--- config.mk ---
export PLATFORM = sky130hd
export DESIGN_NAME = buff_uart_ctrl
export DESIGN_NICKNAME = d
export VERILOG_FILES = /design/src/rtl/buff_uart_ctrl.sv
export SDC_FILE = /design/constraint.sdc
export NUM_CORES = 1
export LEC_CHECK = 0
export CAP_MARGIN = 15
export CORE_MARGIN = 3
export CORE_UTILIZATION = 56
export DETAILED_ROUTE_END_ITERATION = 16
export GPL_TIMING_DRIVEN = 0
export PLACE_DENSITY = 0.76
export SYNTH_ARGS = -nofsm -noshare
export SYNTH_HDL_FRONTEND = slang
export SYNTH_SLANG_ARGS = --single-unit
export TNS_END_PERCENT = 30
--- constraint.sdc ---
create_clock -name clock -period 2.8 [get_ports clock]
set_input_delay 0.42 -clock clock [delete_from_list [all_inputs] [get_ports clock]]
set_output_delay 0.42 -clock clock [all_outputs]
set_load 0.01 [all_outputs]
--- src/rtl/buff_uart_ctrl.sv ---
// rtl/buff_uart_ctrl.sv - register-mapped UART with RX/TX FIFOs and irq; optional parity via BUFF_UART_PARITY_EN

module buff_uart_fifo #(
    parameter int WIDTH = 8,
    parameter int DEPTH = 16
) (
    input  logic             clock,
    input  logic             resetn,
    input  logic [WIDTH-1:0] s_tdata,
    input  logic             s_tvalid,
    output logic             s_tready,
    output logic [WIDTH-1:0] m_tdata,
    output logic             m_tvalid,
    input  logic             m_tready,
    output logic             full
);
    localparam int AW = $clog2(DEPTH);

    logic [WIDTH-1:0] mem [DEPTH];
    logic [AW:0]      wr_ptr;
    logic [AW:0]      rd_ptr;
    logic             push;
    logic             pop;

    assign full     = (wr_ptr[AW] != rd_ptr[AW]) && (wr_ptr[AW-1:0] == rd_ptr[AW-1:0]);
    assign m_tvalid = (wr_ptr != rd_ptr);
    assign m_tdata  = mem[rd_ptr[AW-1:0]];
    // A same-cycle pop frees the slot, so a full FIFO still accepts the push.
    assign s_tready = !full || m_tready;
    assign pop      = m_tvalid && m_tready;
    assign push     = s_tvalid && s_tready;

    // Read/write pointers
    always_ff @(posedge clock or negedge resetn) begin
        if (!resetn) begin
            wr_ptr <= '0;
            rd_ptr <= '0;
        end else begin
            if (push) wr_ptr <= wr_ptr + 1'b1;
            if (pop)  rd_ptr <= rd_ptr + 1'b1;
        end
    end

    // Storage array, contents are don't-care until written
    always_ff @(posedge clock) begin
        if (push) mem[wr_ptr[AW-1:0]] <= s_tdata;
    end
endmodule

module buff_uart_ctrl #(
    parameter int width           = 8,
    parameter int data_bits       = 8,
    parameter int rx_fifo_length  = 16,
    parameter int tx_fifo_length  = 16,
    parameter int address_width   = 4,
    parameter int rx_address      = 0,
    parameter int tx_address      = 1,
    parameter int status_address  = 2,
    parameter int control_address = 3,
    parameter int baud_rate       = 9600,
    parameter int clock_freq      = 460800,
    parameter int oversample      = 16
) (
    input  logic                     clock,
    input  logic                     resetn,
    input  logic                     rx,
    output logic                     tx,
    input  logic                     read_enable,
    input  logic                     write_enable,
    input  logic [address_width-1:0] active_address,
    input  logic [width-1:0]         data_in,
    output logic [width-1:0]         data_out,
    output logic                     recieved_byte,
    output logic                     transmitted_byte,
    output logic                     irq
);
    localparam int DIV  = clock_freq / (baud_rate * oversample);
    localparam int DIVW = (DIV > 1) ? $clog2(DIV) : 1;
    localparam int OSW  = (oversample > 1) ? $clog2(oversample) : 1;
    localparam int BW   = $clog2(data_bits);
    localparam logic [OSW-1:0] OS_LAST = OSW'(oversample - 1);
    localparam logic [OSW-1:0] OS_HALF = OSW'(oversample / 2 - 1);
    localparam logic [BW-1:0]  DB_LAST = BW'(data_bits - 1);
    localparam logic [address_width-1:0] A_RX = address_width'(rx_address);
    localparam logic [address_width-1:0] A_TX = address_width'(tx_address);
    localparam logic [address_width-1:0] A_ST = address_width'(status_address);
    localparam logic [address_width-1:0] A_CT = address_width'(control_address);
    localparam logic [2:0] S_IDLE = 3'd0, S_START = 3'd1, S_DATA = 3'd2,
                           S_PARITY = 3'd3, S_STOP = 3'd4, S_WAIT = 3'd5;
`ifdef BUFF_UART_PARITY_EN
    localparam logic       HAS_PARITY = 1'b1;
    localparam logic [4:0] CTRL_MASK  = 5'h1f;
`else
    localparam logic       HAS_PARITY = 1'b0;
    localparam logic [4:0] CTRL_MASK  = 5'h07;
`endif

    if (DIV < 1) begin : g_bad_divisor
        $error("buff_uart_ctrl: clock_freq/(baud_rate*oversample) must be >= 1");
    end

    logic [4:0]           ctrl;
    logic                 overrun, frame_err, parity_err;
    logic [DIVW-1:0]      div_cnt;
    logic                 tick;
    logic                 wr_tx, wr_st, wr_ct, rd_any, rd_rx;
    logic [data_bits-1:0] rx_head, tx_head, rx_shift, tx_shift;
    logic                 rx_valid, rx_full, rx_in_ready, tx_valid, tx_full, tx_in_ready;
    logic                 rx_store, frame_set, tx_pop, tx_busy;
    logic [7:0]           status;
    logic [2:0]           rx_state, tx_state;
    logic [OSW-1:0]       rx_os, tx_os;
    logic [BW-1:0]        rx_bit, tx_bit;
    logic                 rx_s1, rx_s2, rx_prev, rx_par_en, rx_par_odd, rx_par_bad;
    logic                 tx_stop2, tx_par_en, tx_par_bit;

    assign wr_tx  = write_enable && (active_address == A_TX);
    assign wr_st  = write_enable && (active_address == A_ST);
    assign wr_ct  = write_enable && (active_address == A_CT);
    assign rd_any = read_enable && !write_enable;
    assign rd_rx  = rd_any && (active_address == A_RX);
    assign tick   = (div_cnt == DIVW'(DIV - 1));
    assign tx_busy = (tx_state != S_IDLE);
    assign status = {tx_busy, parity_err, frame_err, overrun, tx_full, !tx_valid, rx_full, rx_valid};
    assign rx_store  = (rx_state == S_STOP) && tick && (rx_os == OS_LAST) && rx_s2;
    assign frame_set = (rx_state == S_STOP) && tick && (rx_os == OS_LAST) && !rx_s2;
    assign tx_pop = tick && tx_valid &&
                    ((tx_state == S_IDLE) || ((tx_state == S_STOP) && (tx_os == OS_LAST) && !tx_stop2));

    buff_uart_fifo #(.WIDTH(data_bits), .DEPTH(rx_fifo_length)) u_rx_fifo (
        .clock(clock), .resetn(resetn),
        .s_tdata(rx_shift), .s_tvalid(rx_store), .s_tready(rx_in_ready),
        .m_tdata(rx_head), .m_tvalid(rx_valid), .m_tready(rd_rx), .full(rx_full)
    );

    buff_uart_fifo #(.WIDTH(data_bits), .DEPTH(tx_fifo_length)) u_tx_fifo (
        .clock(clock), .resetn(resetn),
        .s_tdata(data_in[data_bits-1:0]), .s_tvalid(wr_tx && tx_in_ready), .s_tready(tx_in_ready),
        .m_tdata(tx_head), .m_tvalid(tx_valid), .m_tready(tx_pop), .full(tx_full)
    );

    // Free-running baud divisor producing one-cycle oversample ticks
    always_ff @(posedge clock or negedge resetn) begin
        if (!resetn) div_cnt <= '0;
        else         div_cnt <= tick ? '0 : div_cnt + 1'b1;
    end

    // Control register, sticky flags (set wins over W1C), registered read data and irq
    always_ff @(posedge clock or negedge resetn) begin
        if (!resetn) begin
            ctrl       <= '0;
            overrun    <= 1'b0;
            frame_err  <= 1'b0;
            parity_err <= 1'b0;
            data_out   <= '0;
            irq        <= 1'b0;
        end else begin
            if (wr_ct) ctrl <= data_in[4:0] & CTRL_MASK;
            overrun    <= (rx_store && !rx_in_ready) || (overrun && !(wr_st && data_in[4]));
            frame_err  <= frame_set || (frame_err && !(wr_st && data_in[5]));
            parity_err <= (rx_store && rx_par_bad) || (parity_err && !(wr_st && data_in[6]));
            if (rd_any) begin
                case (active_address)
                    A_RX:    data_out <= rx_valid ? width'(rx_head) : '0;
                    A_ST:    data_out <= width'(status);
                    A_CT:    data_out <= width'(ctrl);
                    default: data_out <= '0;
                endcase
            end
            irq <= (ctrl[1] && rx_valid) || (ctrl[2] && !tx_valid && !tx_busy);
        end
    end

    // Receiver: synchroniser, start qualification, mid-bit sampling, stop/parity checks
    always_ff @(posedge clock or negedge resetn) begin
        if (!resetn) begin
            rx_s1 <= 1'b1; rx_s2 <= 1'b1; rx_prev <= 1'b1;
            rx_state <= S_IDLE; rx_os <= '0; rx_bit <= '0; rx_shift <= '0;
            rx_par_en <= 1'b0; rx_par_odd <= 1'b0; rx_par_bad <= 1'b0;
            recieved_byte <= 1'b0;
        end else begin
            rx_s1   <= rx;
            rx_s2   <= rx_s1;
            rx_prev <= rx_s2;
            recieved_byte <= rx_store && rx_in_ready;
            case (rx_state)
                S_IDLE: if (rx_prev && !rx_s2) begin
                    rx_state   <= S_START;
                    rx_os      <= '0;
                    rx_par_en  <= ctrl[3];
                    rx_par_odd <= ctrl[4];
                    rx_par_bad <= 1'b0;
                end
                S_START: if (tick) begin
                    if (rx_os == OS_HALF) begin
                        rx_os    <= '0;
                        rx_bit   <= '0;
                        rx_state <= rx_s2 ? S_IDLE : S_DATA;
                    end else begin
                        rx_os <= rx_os + 1'b1;
                    end
                end
                S_WAIT: if (rx_s2) rx_state <= S_IDLE;
                default: if (tick) begin
                    rx_os <= (rx_os == OS_LAST) ? '0 : rx_os + 1'b1;
                    if (rx_os == OS_LAST) begin
                        case (rx_state)
                            S_DATA: begin
                                rx_shift <= {rx_s2, rx_shift[data_bits-1:1]};
                                rx_bit   <= rx_bit + 1'b1;
                                if (rx_bit == DB_LAST)
                                    rx_state <= (HAS_PARITY && rx_par_en) ? S_PARITY : S_STOP;
                            end
                            S_PARITY: begin
                                rx_par_bad <= rx_s2 ^ (^rx_shift) ^ rx_par_odd;
                                rx_state   <= S_STOP;
                            end
                            default: rx_state <= rx_s2 ? S_IDLE : S_WAIT;
                        endcase
                    end
                end
            endcase
        end
    end

    // Transmitter: frame format latched at pop, next frame starts straight out of STOP
    always_ff @(posedge clock or negedge resetn) begin
        if (!resetn) begin
            tx <= 1'b1; tx_state <= S_IDLE; tx_os <= '0; tx_bit <= '0; tx_shift <= '0;
            tx_stop2 <= 1'b0; tx_par_en <= 1'b0; tx_par_bit <= 1'b0;
            transmitted_byte <= 1'b0;
        end else begin
            transmitted_byte <= 1'b0;
            if (tx_pop) begin
                transmitted_byte <= (tx_state == S_STOP);
                tx_state   <= S_START;
                tx         <= 1'b0;
                tx_os      <= '0;
                tx_shift   <= tx_head;
                tx_stop2   <= ctrl[0];
                tx_par_en  <= ctrl[3];
                tx_par_bit <= (^tx_head) ^ ctrl[4];
            end else if (tick && tx_busy) begin
                tx_os <= (tx_os == OS_LAST) ? '0 : tx_os + 1'b1;
                if (tx_os == OS_LAST) begin
                    case (tx_state)
                        S_START: begin
                            tx_state <= S_DATA;
                            tx       <= tx_shift[0];
                            tx_bit   <= '0;
                        end
                        S_DATA: if (tx_bit == DB_LAST) begin
                            tx_state <= (HAS_PARITY && tx_par_en) ? S_PARITY : S_STOP;
                            tx       <= (HAS_PARITY && tx_par_en) ? tx_par_bit : 1'b1;
                        end else begin
                            tx_shift <= tx_shift >> 1;
                            tx       <= tx_shift[1];
                            tx_bit   <= tx_bit + 1'b1;
                        end
                        S_PARITY: begin
                            tx_state <= S_STOP;
                            tx       <= 1'b1;
                        end
                        default: if (tx_stop2) begin
                            tx_stop2 <= 1'b0;
                        end else begin
                            tx_state         <= S_IDLE;
                            transmitted_byte <= 1'b1;
                        end
                    endcase
                end
            end
        end
    end
endmodule

After elaboration in Yosys (flattened, before gate mapping)
Memory sizes are Yosys's and may differ from the RTL's.
Cells that the tools add are included.
{"block": "classes", "add_sub_neg": 9, "eq_ne": 34, "muxes": 65, "bitwise": 6, "n_reduce_logical": 82}
{"op": "$mux W3", "n": 19}
{"op": "$mux W8", "n": 6}
{"op": "$logic_and A1 B1 Y1", "n": 33}
{"op": "$mux W4", "n": 8}
{"op": "$pmux W8 S3", "n": 1}
{"op": "$mux W1", "n": 21}
{"op": "$add A5 B1 Y5 const B", "n": 4}
{"op": "$pmux W3 S2", "n": 3}
{"op": "$pmux W3 S3", "n": 2}
{"op": "$reduce_bool A2 Y1", "n": 9}
{"op": "$reduce_and A4 Y1", "n": 4}
{"op": "$eq A3 B3 Y1 const B", "n": 5}
{"op": "$reduce_and A5 Y1", "n": 3}
{"op": "$eq A3 B2 Y1 const B", "n": 4}
{"op": "$pmux W4 S3", "n": 1}
{"op": "$logic_not A1 Y1", "n": 11}
{"op": "$ne A2 B2 Y1 const B", "n": 5}
{"op": "$ne A5 B5 Y1", "n": 2}
{"op": "$add A4 B1 Y4 const B", "n": 2}
{"op": "$eq A4 B2 Y1 const B", "n": 2}
{"op": "$eq A4 B4 Y1", "n": 2}
{"op": "$eq A4 B4 Y1 const B", "n": 2}
{"op": "$reduce_bool A4 Y1", "n": 2}
{"op": "$reduce_xor A8 Y1", "n": 1}
{"op": "other kinds (24)", "n": 44}
{"block": "word_totals", "regBits": 81, "ram_bits": 256, "input_bits": 17, "out_inout_bits": 12, "wordCells": 225, "mem_count": 2}
{"name": "u_rx_fifo.mem", "depth": 16, "width": 8, "rd": 1, "rd_ports_with_merged_regs": 0, "wr": 1, "line_no": "19", "source": "logic [WIDTH-1:0] mem [DEPTH];"}
{"name": "u_tx_fifo.mem", "depth": 16, "width": 8, "rd": 1, "rd_ports_with_merged_regs": 0, "wr": 1, "line_no": "19"}

Longest topological paths before layout
Gate-level depths: netlist of run 1.
{"block": "logic_depth", "ltp_word": 10, "depth_mapped": 8, "depth_no_buf": 6}

Hierarchy
From an unflattened synthesis of run 1, not the netlist that was laid out.
{"block": "hier_totals", "cells_unflattened": 892, "area_unflattened_um2": 14311.2}
{"mod": "buff_uart_fifo at u_rx_fifo", "instances": 1, "cells_per_inst": 309, "area_each_um2": 5634.2}
{"mod": "buff_uart_fifo at u_tx_fifo", "instances": 1, "cells_per_inst": 282, "area_each_um2": 5576.6}
{"mod": "buff_uart_ctrl", "instances": 1, "cells_per_inst": 301, "area_each_um2": 3100.5}

Least setup slack after synthesis of run 1
No wires, ideal clock.
{"block": "synth_path", "path_kind": "reg2reg", "startpoint": "reg rx_state[0]", "endpoint": "mem u_rx_fifo.mem[3][0], enable pin", "setup_time_ns": 0.383, "arrival_time_ns": 2.310, "path_slack_ns": 0.106, "path_stages_with_launch": 8, "period_less_slack_ns": 2.694, "path_cell_list": "dfrtp_1 > buf_2 > or2_2 > or4_1 > a31oi_1 > buf_2 > nand2_1 > nor3_1"}
{"block": "synth_via", "elab_chain_cells": 7}
{"element": "start, declared", "line_no": "111", "source": "logic [2:0] rx_state, tx_state;"}
{"element": "start signal, assigned", "line_no": "198", "source": "rx_state <= rx_s2 ? S_IDLE : S_DATA;"}
{"element": "start signal, assigned", "line_no": "212", "source": "rx_state <= (HAS_PARITY && rx_par_en) ? S_PARITY : S_STOP;"}
{"element": "start signal, assigned", "line_no": "218", "source": "default: rx_state <= rx_s2 ? S_IDLE : S_WAIT;"}
{"element": "$eq A3 B3 Y1", "line_no": "125", "source": "assign rx_store = (rx_state == S_STOP) && tick && (rx_os == OS_LAST) && rx_s2;"}
{"element": "$logic_and A1 B1 Y1 (3 in a row)", "line_no": "125"}
{"element": "$logic_and A1 B1 Y1", "line_no": "31", "source": "assign push = s_tvalid && s_tready;"}
{"element": "$mux W1", "line_no": "46", "source": "if (push) mem[wr_ptr[AW-1:0]] <= s_tdata;"}
{"element": "$mux W1 (implied by the code)", "line_no": "46"}
{"element": "end, declared", "line_no": "19"}
Every way passes these cells.

Final worst setup path of run 1
{"block": "layout_path", "startpoint": "reg tx_os[0]", "endpoint": "mem u_tx_fifo.mem[11][6], enable pin"}
{"block": "layout_via", "elab_chain_cells": 10}
{"element": "start, declared", "line_no": "112", "source": "logic [OSW-1:0] rx_os, tx_os;"}
{"element": "start signal, assigned", "line_no": "244", "source": "tx_os <= (tx_os == OS_LAST) ? '0 : tx_os + 1'b1;"}
{"element": "$eq A4 B4 Y1 *", "line_no": "128", "source": "((tx_state == S_IDLE) || ((tx_state == S_STOP) && (tx_os == OS_LAST) && !tx_stop2));"}
{"element": "$logic_and A1 B1 Y1 * (2 in a row)", "line_no": "128"}
{"element": "$logic_or A1 B1 Y1 *", "line_no": "128"}
{"element": "$logic_and A1 B1 Y1 *", "line_no": "127", "source": "assign tx_pop = tick && tx_valid &&"}
{"element": "$logic_or A1 B1 Y1 *", "line_no": "29", "source": "assign s_tready = !full || m_tready;"}
{"element": "$logic_and A1 B1 Y1", "line_no": "138", "source": ".s_tdata(data_in[data_bits-1:0]), .s_tvalid(wr_tx && tx_in_ready), .s_tready(tx_in_ready),"}
{"element": "$logic_and A1 B1 Y1 *", "line_no": "31"}
{"element": "$mux W1 *", "line_no": "46"}
{"element": "$mux W1 (implied by the code) *", "line_no": "46"}
{"element": "end, declared", "line_no": "19"}
Every way passes the cells marked *; elsewhere a longest branch is shown, timed or not.

==> implementation parameters, run 1 <==
Parameter                              Value

Final layout
  Non-Filler Instances ... 1,274
  Number of antenna cells inserted ... 0
  Signed area change from the synthesized netlist to the final layout ... 14.81%
  Nets ... 957
  Fraction of final layout cells with drive strength greater than 1 ... 21.26%
  Fill cell count ... 1,577

Timing
  Worst setup margin ... 0.006495 ns
  Final Hold Violating Endpoints ... 0
  Max Clk Rate ... 358.0 MHz
  Fin crit share ... 99.77%
  Headroom to the max-slew limit ... 32.38%
  Number of max-slew violations in the final report ... 0
  Post-Route Skew ... 0.02282 ns
  Transition time of the tightest slew-check pin ... 1.014 ns
  Final setup violating endpoints ... 0
  Fin crit period ... 2.794 ns
  Unrepaired setup endpoints after global routing ... true

Global route
  Total overflow reported by the global router ... 0
  Met1 routing resource usage after global routing ... 30.36%
  Total global routing track utilization ... 21.98%
  Antenna violations before repair ... 0
  Number of global-route vias before repair ... 8,030
  Global-route wire length before repair ... 44,800 um
  Busiest layer in global routing ... met2
  Pin count of the biggest net entering global routing ... 47
  Met3 Usage GRT ... 3.405%
  Grt met2 use ... 35.87%

Power
  Power density over the cells ... 747.5 nW/um^2
  Leakage power figure ... 5.762 nW
  Worst voltage drop across the vdd grid ... 0.6581 mV

Setup path
  Arrival @ worst endpoint ... 2.93 ns
  Maximum fanout encountered on the critical timing path ... 8
  Nature of the critical path endpoint ... register
  Launching instance or port of the critical path ... tx_os[0]
  CP Launch Type ... register
  Launch instance of the worst register-to-register path ... tx_os[0]
  CP Data Required Time ... 2.94 ns
  Critical Setup Path Class ... reg2reg
  End of the critical path ... u_tx_fifo.mem[11][6]
  Register-to-register path setup slack ... 0.006 ns
  Worst R2R End ... u_tx_fifo.mem[11][6]
  Number of cells traversed by the worst register-to-register path ... 6

Die
  Number of cell rows ... 57
  Die height ... 164.2 um
  Starting density of the core ... 57.28%
  Core ar. ... 24,460 um^2
  # IOs ... 29
  Full die area ... 26,950 um^2
  Overall die width ... 164.2 um

Synth
  Ys async rst share ... 24.04%
  Area of the mapped netlist ... 14,010 um^2
  Synth Register Bits ... 337
  Register area share after synthesis ... 69.37%
  Synth unique cells ... 58
  Average cell area after synthesis ... 16.52 um^2
  Number of enable-type register cells in the synthesized netlist ... 256
  Cells after synthesis ... 848
  Warnings from Yosys ... 0
  Commonest register cell after synthesis ... sky130_fd_sc_hd__edfxtp_1
  Post-synthesis net count ... 881

Drt
  Average routed wire per standard cell ... 22.64 um
  Number of remaining DRC errors ... 0
  Violation count after the first detailed-routing iteration ... 766
  Routed vias ... 7,745
  Total Wirelength ... 28,840 um
  Detailed-routing iteration count for the pre-antenna-repair pass ... 5
  Antenna Violating Nets Remaining ... 0
  Number of vias per cell after detailed routing ... 6.079

Run status
  Result of the run ... finished, final reports clean

Flow run
  Maximum Capacitance Violations ... 0

CTS
  Clock-pin transition on the worst setup and hold timing paths ... 0.06 ns
  Root buf cell ... sky130_fd_sc_hd__clkbuf_16
  Number of levels the H-tree was split into ... 2
  Source-to-sink clock delay at the later pin of the worst-skew pair ... 0.51 ns
  Max Root-Sink Buffers ... 3
  Clock tree sinks ... 337
  Num CTS Buffers ... 36
  Clock tree from TritonCTS ... yes

Placed design
  Post-Place Cells ... 1,204
  Number of buffer cells added on primary ports ... 27
  Gp weighted congestion ... 0.8393
  Final HPWL from detailed placement ... 18,630 um
  Post-Place Setup Slack ... -0.9906 ns

Worst hold path
  Min-delay worst type ... in2reg
[metal layers]
layer	up-vias	wire length, um
li1	3465	-
met1	3954	11930
met2	272	14480
met3	54	1622
met4	0	802
met5	-	0
[report_power, final]
| part | internal [W] | switching (W) | total (W) | leakage, nW |
|---|---|---|---|---|
| logic | 0.000828 | 0.000992 | 0.00182 | 1.71 |
| registers | 0.00558 | 0.000182 | 0.00576 | 3.49 |
| clock network | 0.00261 | 0.00183 | 0.00444 | 0.554 |
[sequential cells by signal, summed over array words and instances (netlist names), 4 cells and up]
name / count
u_tx_fifo.mem: 128
tx_os: 4
data_out: 8
rx_shift: 8
rx_os: 4
u_rx_fifo.mem: 128
u_rx_fifo.wr_ptr: 5
tx_shift: 8
u_tx_fifo.rd_ptr: 5
u_tx_fifo.wr_ptr: 5
u_rx_fifo.rd_ptr: 5
[cell usage after synthesis, types with 5 or more instances]
master	count	area [um^2]
sky130_fd_sc_hd__a211oi_1	24	180.2
sky130_fd_sc_hd__a21oi_1	14	70.07
sky130_fd_sc_hd__a221o_1	12	120.1
sky130_fd_sc_hd__a22o_1	6	52.55
sky130_fd_sc_hd__and3_1	15	93.84
sky130_fd_sc_hd__buf_2	15	75.07
sky130_fd_sc_hd__clkbuf_1	23	86.33
sky130_fd_sc_hd__dfrtp_1	77	1927
sky130_fd_sc_hd__edfxtp_1	256	7687
sky130_fd_sc_hd__ha_1	16	200.2
sky130_fd_sc_hd__inv_1	12	45.04
sky130_fd_sc_hd__mux2_2	8	90.09
sky130_fd_sc_hd__mux2i_1	14	140.1
sky130_fd_sc_hd__mux4_2	66	1486
sky130_fd_sc_hd__nand2_1	80	300.3
sky130_fd_sc_hd__nand2b_1	5	31.28
sky130_fd_sc_hd__nand3_1	11	55.05
sky130_fd_sc_hd__nand4_1	6	37.54
sky130_fd_sc_hd__nor2_1	31	116.4
sky130_fd_sc_hd__nor2b_1	19	118.9
sky130_fd_sc_hd__nor3_1	16	80.08
sky130_fd_sc_hd__o21ai_0	26	130.1
sky130_fd_sc_hd__xnor2_1	22	192.7
sky130_fd_sc_hd__xor2_1	16	140.1
[worst min-delay path by stage]
stage | end | startpoint | depth (start not counted)
3_5_place_dp | rx_s2 | rx_s1 | 0
5_1_grt | rx_s1 | rx | 1
6_report | rx_s1 | rx | 1
2_1_floorplan | ctrl[0] | resetn | 0
4_1_cts | rx_s1 | rx | 1
3_3_place_gp | rx_s2 | rx_s1 | 0
[cells by family after synthesis]
| group | count (synthesis) | synth area share (%) |
|---|---|---|
| buffers and inverters | 58 | 1.965 |
| xor gates and xnor gates | 38 | 2.375 |
| muxes | 88 | 12.25 |
| DFF | 337 | 69.37 |
| adders and majority gates | 16 | 1.429 |
| AOI/OAI and AO/OA | 112 | 5.706 |
| and+or+nand+nor | 199 | 6.903 |
[cell usage in the layout, fill, tap and decap left out, types with 24 or more instances in the layout]
cell type                         instances
sky130_fd_sc_hd__clkbuf_16               38
sky130_fd_sc_hd__dfrtp_1                 77
sky130_fd_sc_hd__clkdlybuf4s50_1         26
sky130_fd_sc_hd__edfxtp_1               256
sky130_fd_sc_hd__o21ai_0                 26
sky130_fd_sc_hd__mux4_2                  66
sky130_fd_sc_hd__nand2_1                 78
sky130_fd_sc_hd__clkbuf_1                29
sky130_fd_sc_hd__a211oi_1                24
[final cells by class]
| type | count | area (um^2) | share of cell area (%) |
|---|---|---|---|
| Buffer | 44 | 222.7 | 1.385 |
| Clock inverter | 13 | 73.82 | 0.4589 |
| Timing Repair Buffer | 40 | 402.9 | 2.505 |
| Clock buffer | 51 | 1050 | 6.526 |
| Sequential cell | 337 | 9719 | 60.42 |
| Inverter | 12 | 45.04 | 0.2800 |
| Tap cell | 324 | 405.4 | 2.520 |
| Multi-Input combinational cell | 453 | 4167 | 25.90 |
[per-stage QoR]
stage	setup TNS (ns)	total power (W)	instance area (um^2)	hold WS, ns	utilization, %
after global placement	-300.40	0.007587	14690	0.3488	60.04
after CTS	0	0.01209	16070	0.3020	65.71
final	0	0.01202	16090	0.3160	65.76
after global routing	-2.327	0.01249	16090	0.3201	65.76
after floorplan	0	0.007144	14010	0.1244	-
after detailed placement	-151.75	0.007636	14750	0.3497	60.30
[worst max-delay path, stage by stage, from the launching register on]
cell and delay [ns]:
sky130_fd_sc_hd__dfrtp_1 0.38, sky130_fd_sc_hd__ha_1 0.22, sky130_fd_sc_hd__and4b_1 0.24, sky130_fd_sc_hd__o211ai_1 0.22, sky130_fd_sc_hd__a311oi_4 0.46, sky130_fd_sc_hd__nand2_1 0.21, sky130_fd_sc_hd__nor2_1 0.68
[what timing repair did]
item / CTS / global route
resized for setup: 23 / 10
setup buffers: 7 / 0
pin swaps: 5 / 0
hold buffers: 1 / 0
setup endpoints to repair: 256 / 213
hold endpoints to repair: 32 / 0
Note: power is estimated with default switching activity, not from simulation.
==> inputs of run 2 (changes only) <==
--- a/config.mk
+++ b/config.mk
@@ -6,7 +6,7 @@
 export NUM_CORES = 1
 export LEC_CHECK = 0
 export CAP_MARGIN = 15
-export CORE_MARGIN = 3
+export CORE_MARGIN = 2
 export CORE_UTILIZATION = 56
 export DETAILED_ROUTE_END_ITERATION = 16
 export GPL_TIMING_DRIVEN = 0
==> implementation parameters, run 2 (same netlist as run 1, synthesis figures left out) <==
Parameter                              Value

Run status
  Result of the run ... finished, final reports clean

Global route
  Grt met2 use ... 38.36% (+2.5 points)
  Antenna violations before repair ... 0 (unchanged)
  Pin count of the biggest net entering global routing ... 66 (+40%)
  Busiest layer in global routing ... met2
  Met1 routing resource usage after global routing ... 31.04% (+0.69 points)
  Number of global-route vias before repair ... 7,984 (-0.57%)
  Global-route wire length before repair ... 45,350 um (+1.2%)
  Total global routing track utilization ... 23.08% (+1.1 points)
  Met3 Usage GRT ... 3.575% (+0.17 points)
  Total overflow reported by the global router ... 0 (unchanged)

Final layout
  Signed area change from the synthesized netlist to the final layout ... 14.79% (about the same)
  Most common cell after layout, fill and taps aside ... sky130_fd_sc_hd__edfxtp_1
  Number of antenna cells inserted ... 0 (unchanged)
  Fraction of final layout cells with drive strength greater than 1 ... 20.49% (-0.78 points)
  Nets ... 954 (-0.31%)
  Most frequent cells in the layout ... sky130_fd_sc_hd__edfxtp_1 (256), sky130_fd_sc_hd__nand2_1 (80), sky130_fd_sc_hd__dfrtp_1 (77)

Setup path
  Register-to-register path setup slack ... 0.05 ns (+0.04 ns)
  CP Launch Type ... register
  Maximum fanout encountered on the critical timing path ... 7 (-1)
  Worst-path cell chain ... ha_1, and4b_1, o211ai_1, a311oi_4, nand2_1, nor3_2, buf_2
  Critical-path cell with the highest stage delay ... sky130_fd_sc_hd__a311oi_4
  Launching instance or port of the critical path ... tx_os[0]
  WP buf/inv ... 1 (+1)
  Largest incremental delay on the critical path ... 0.46 ns (-0.22 ns)
  Number of cells traversed by the worst register-to-register path ... 7 (+1)
  CP Data Required Time ... 3.02 ns (+0.08 ns)
  Worst R2R End ... u_tx_fifo.mem[1][4]
  Arrival @ worst endpoint ... 2.97 ns (+0.04 ns)
  Nature of the critical path endpoint ... register
  Critical Setup Path Class ... reg2reg
  Launch instance of the worst register-to-register path ... tx_os[0]
  Critical path depth in cells ... 7 (+1)
  Kind of cell with the highest combined delay on the critical path ... simple AND/OR/NAND/NOR gates
  End of the critical path ... u_tx_fifo.mem[1][4]

Timing
  Fin crit period ... 2.753 ns (-0.04062 ns)
  Final setup violating endpoints ... 0 (unchanged)
  Fin crit share ... 98.32% (-1.5 points)
  Total Neg Setup Slack ... 0 ns (unchanged)
  Max Clk Rate ... 363.3 MHz (+1.5%)
  Transition time of the tightest slew-check pin ... 0.8869 ns (-0.1273 ns)
  Worst setup margin ... 0.04711 ns (+0.04062 ns)
  Post-Route Skew ... 0.02204 ns (-0.0007803 ns)
  Final Hold Violating Endpoints ... 0 (unchanged)
  Headroom to the max-slew limit ... 40.87% (+8.5 points)
  Unrepaired setup endpoints after global routing ... true
  Number of max-slew violations in the final report ... 0 (unchanged)

Flow run
  Maximum Capacitance Violations ... 0 (unchanged)

Power
  Worst voltage drop across the vdd grid ... 0.4468 mV (-32%)
  Power density over the cells ... 752.1 nW/um^2 (+0.62%)
  Leakage power figure ... 5.731 nW (-0.53%)

Drt
  Total Wirelength ... 29,170 um (+1.1%)
  Violation count after the first detailed-routing iteration ... 608 (-21%)
  Average routed wire per standard cell ... 22.95 um (+1.4%)
  Routed vias ... 7,739 (-0.077%)
  Number of remaining DRC errors ... 0 (unchanged)
  Detailed-routing iteration count for the pre-antenna-repair pass ... 7 (+2)
  Antenna Violating Nets Remaining ... 0 (unchanged)
  Number of vias per cell after detailed routing ... 6.089 (+0.16%)

Die
  Overall die width ... 162.2 um (-1.2%)
  Die height ... 162.2 um (-1.2%)
  # IOs ... 29 (unchanged)
  Starting density of the core ... 57.28% (unchanged)
  Full die area ... 26,300 um^2 (-2.4%)
  Core ar. ... 24,460 um^2 (unchanged)
  Number of cell rows ... 57 (unchanged)

CTS
  Number of levels the H-tree was split into ... 2 (unchanged)
  Num CTS Buffers ... 35 (-2.8%)
  Clock tree sinks ... 337 (unchanged)
  Root buf cell ... sky130_fd_sc_hd__clkbuf_16
  Max Root-Sink Buffers ... 3 (unchanged)
  Clock tree from TritonCTS ... yes
  Source-to-sink clock delay at the later pin of the worst-skew pair ... 0.51 ns (about the same)
  Clock-pin transition on the worst setup and hold timing paths ... 0.06 ns (about the same)

Placed design
  Post-Place Setup Slack ... -1.269 ns (-0.2780 ns)
  Final HPWL from detailed placement ... 18,860 um (+1.2%)
  Gp weighted congestion ... 0.8549 (+1.9%)
  Number of buffer cells added on primary ports ... 27 (unchanged)

Worst hold path
  Min-delay worst type ... in2reg
## run 2: cell count changes in the layout (fill, tap and decap cells not counted), sizes merged
cell and delta:
clkbuf +1, bufinv +2, clkinv -2, buf -4
## run 2: how the worst min path moves through the flow
| stage | from | endpoint | slack, ns | cells after the start |
|---|---|---|---|---|
| after global routing | rx | rx_s1 | 0.30 | 1 |
| after floorplan | resetn | ctrl[0] | 0.12 | 0 |
| after global placement | rx_s1 | rx_s2 | 0.35 | 0 |
| after detailed placement | resetn | u_rx_fifo.wr_ptr[1] | 0.32 | 1 |
| final | rx | rx_s1 | 0.32 | 1 |
| after CTS | rx | rx_s1 | 0.30 | 1 |
## run 2: power by group
part           internal (W)  switching [W]
registers           0.00558       0.000185
logic              0.000831        0.00104
clock network       0.00266        0.00180
## run 2: routing by layer
layer	routed length, um	vias up
met4	1196	0
met1	11890	3975
met5	0	-
met2	14620	238
li1	-	3458
met3	1460	68
## run 2: layout make-up
class,instances,area [um^2]
fillers,1648,8379
clock buffers,50,994.7
repair buffers,37,385.4
well taps,324,405.4
inverters,12,45.04
plain buffers,45,231.5
multi-input cells,453,4187
clock inverters,13,115.1
flip-flops and latches,337,9719
## run 2: per-stage QoR
| step | instances | total power (W) | utilization, % | hold WS, ns | instance area (um^2) |
|---|---|---|---|---|---|
| 3_3_place_gp | 1199 | 0.007607 | 60.04 | 0.3476 | 14690 |
| 2_1_floorplan | 848 | 0.007144 | - | 0.1244 | 14010 |
| 4_1_cts | 1272 | 0.01216 | 65.66 | 0.3025 | 16060 |
| 6_report | 1271 | 0.01210 | 65.75 | 0.3201 | 16080 |
| 5_1_grt | 1271 | 0.01255 | 65.75 | 0.3038 | 16080 |
| 3_5_place_dp | 1203 | 0.007662 | 60.25 | 0.3233 | 14740 |
## run 2: timing repair
item                                    CTS  global route
pin swaps                                 4             0
hold endpoints to repair                 16             0
setup buffers                             5             0
hold buffers                              1             0
resized for setup                        32             8
endpoints found under the setup margin  248           192
## run 2: worst register-to-register path: stages (launching register included)
cell and delay (ns):
sky130_fd_sc_hd__dfrtp_1 0.39, sky130_fd_sc_hd__ha_1 0.23, sky130_fd_sc_hd__and4b_1 0.25, sky130_fd_sc_hd__o211ai_1 0.23, sky130_fd_sc_hd__a311oi_4 0.46, sky130_fd_sc_hd__nand2_1 0.28, sky130_fd_sc_hd__nor3_2 0.37, sky130_fd_sc_hd__buf_2 0.26
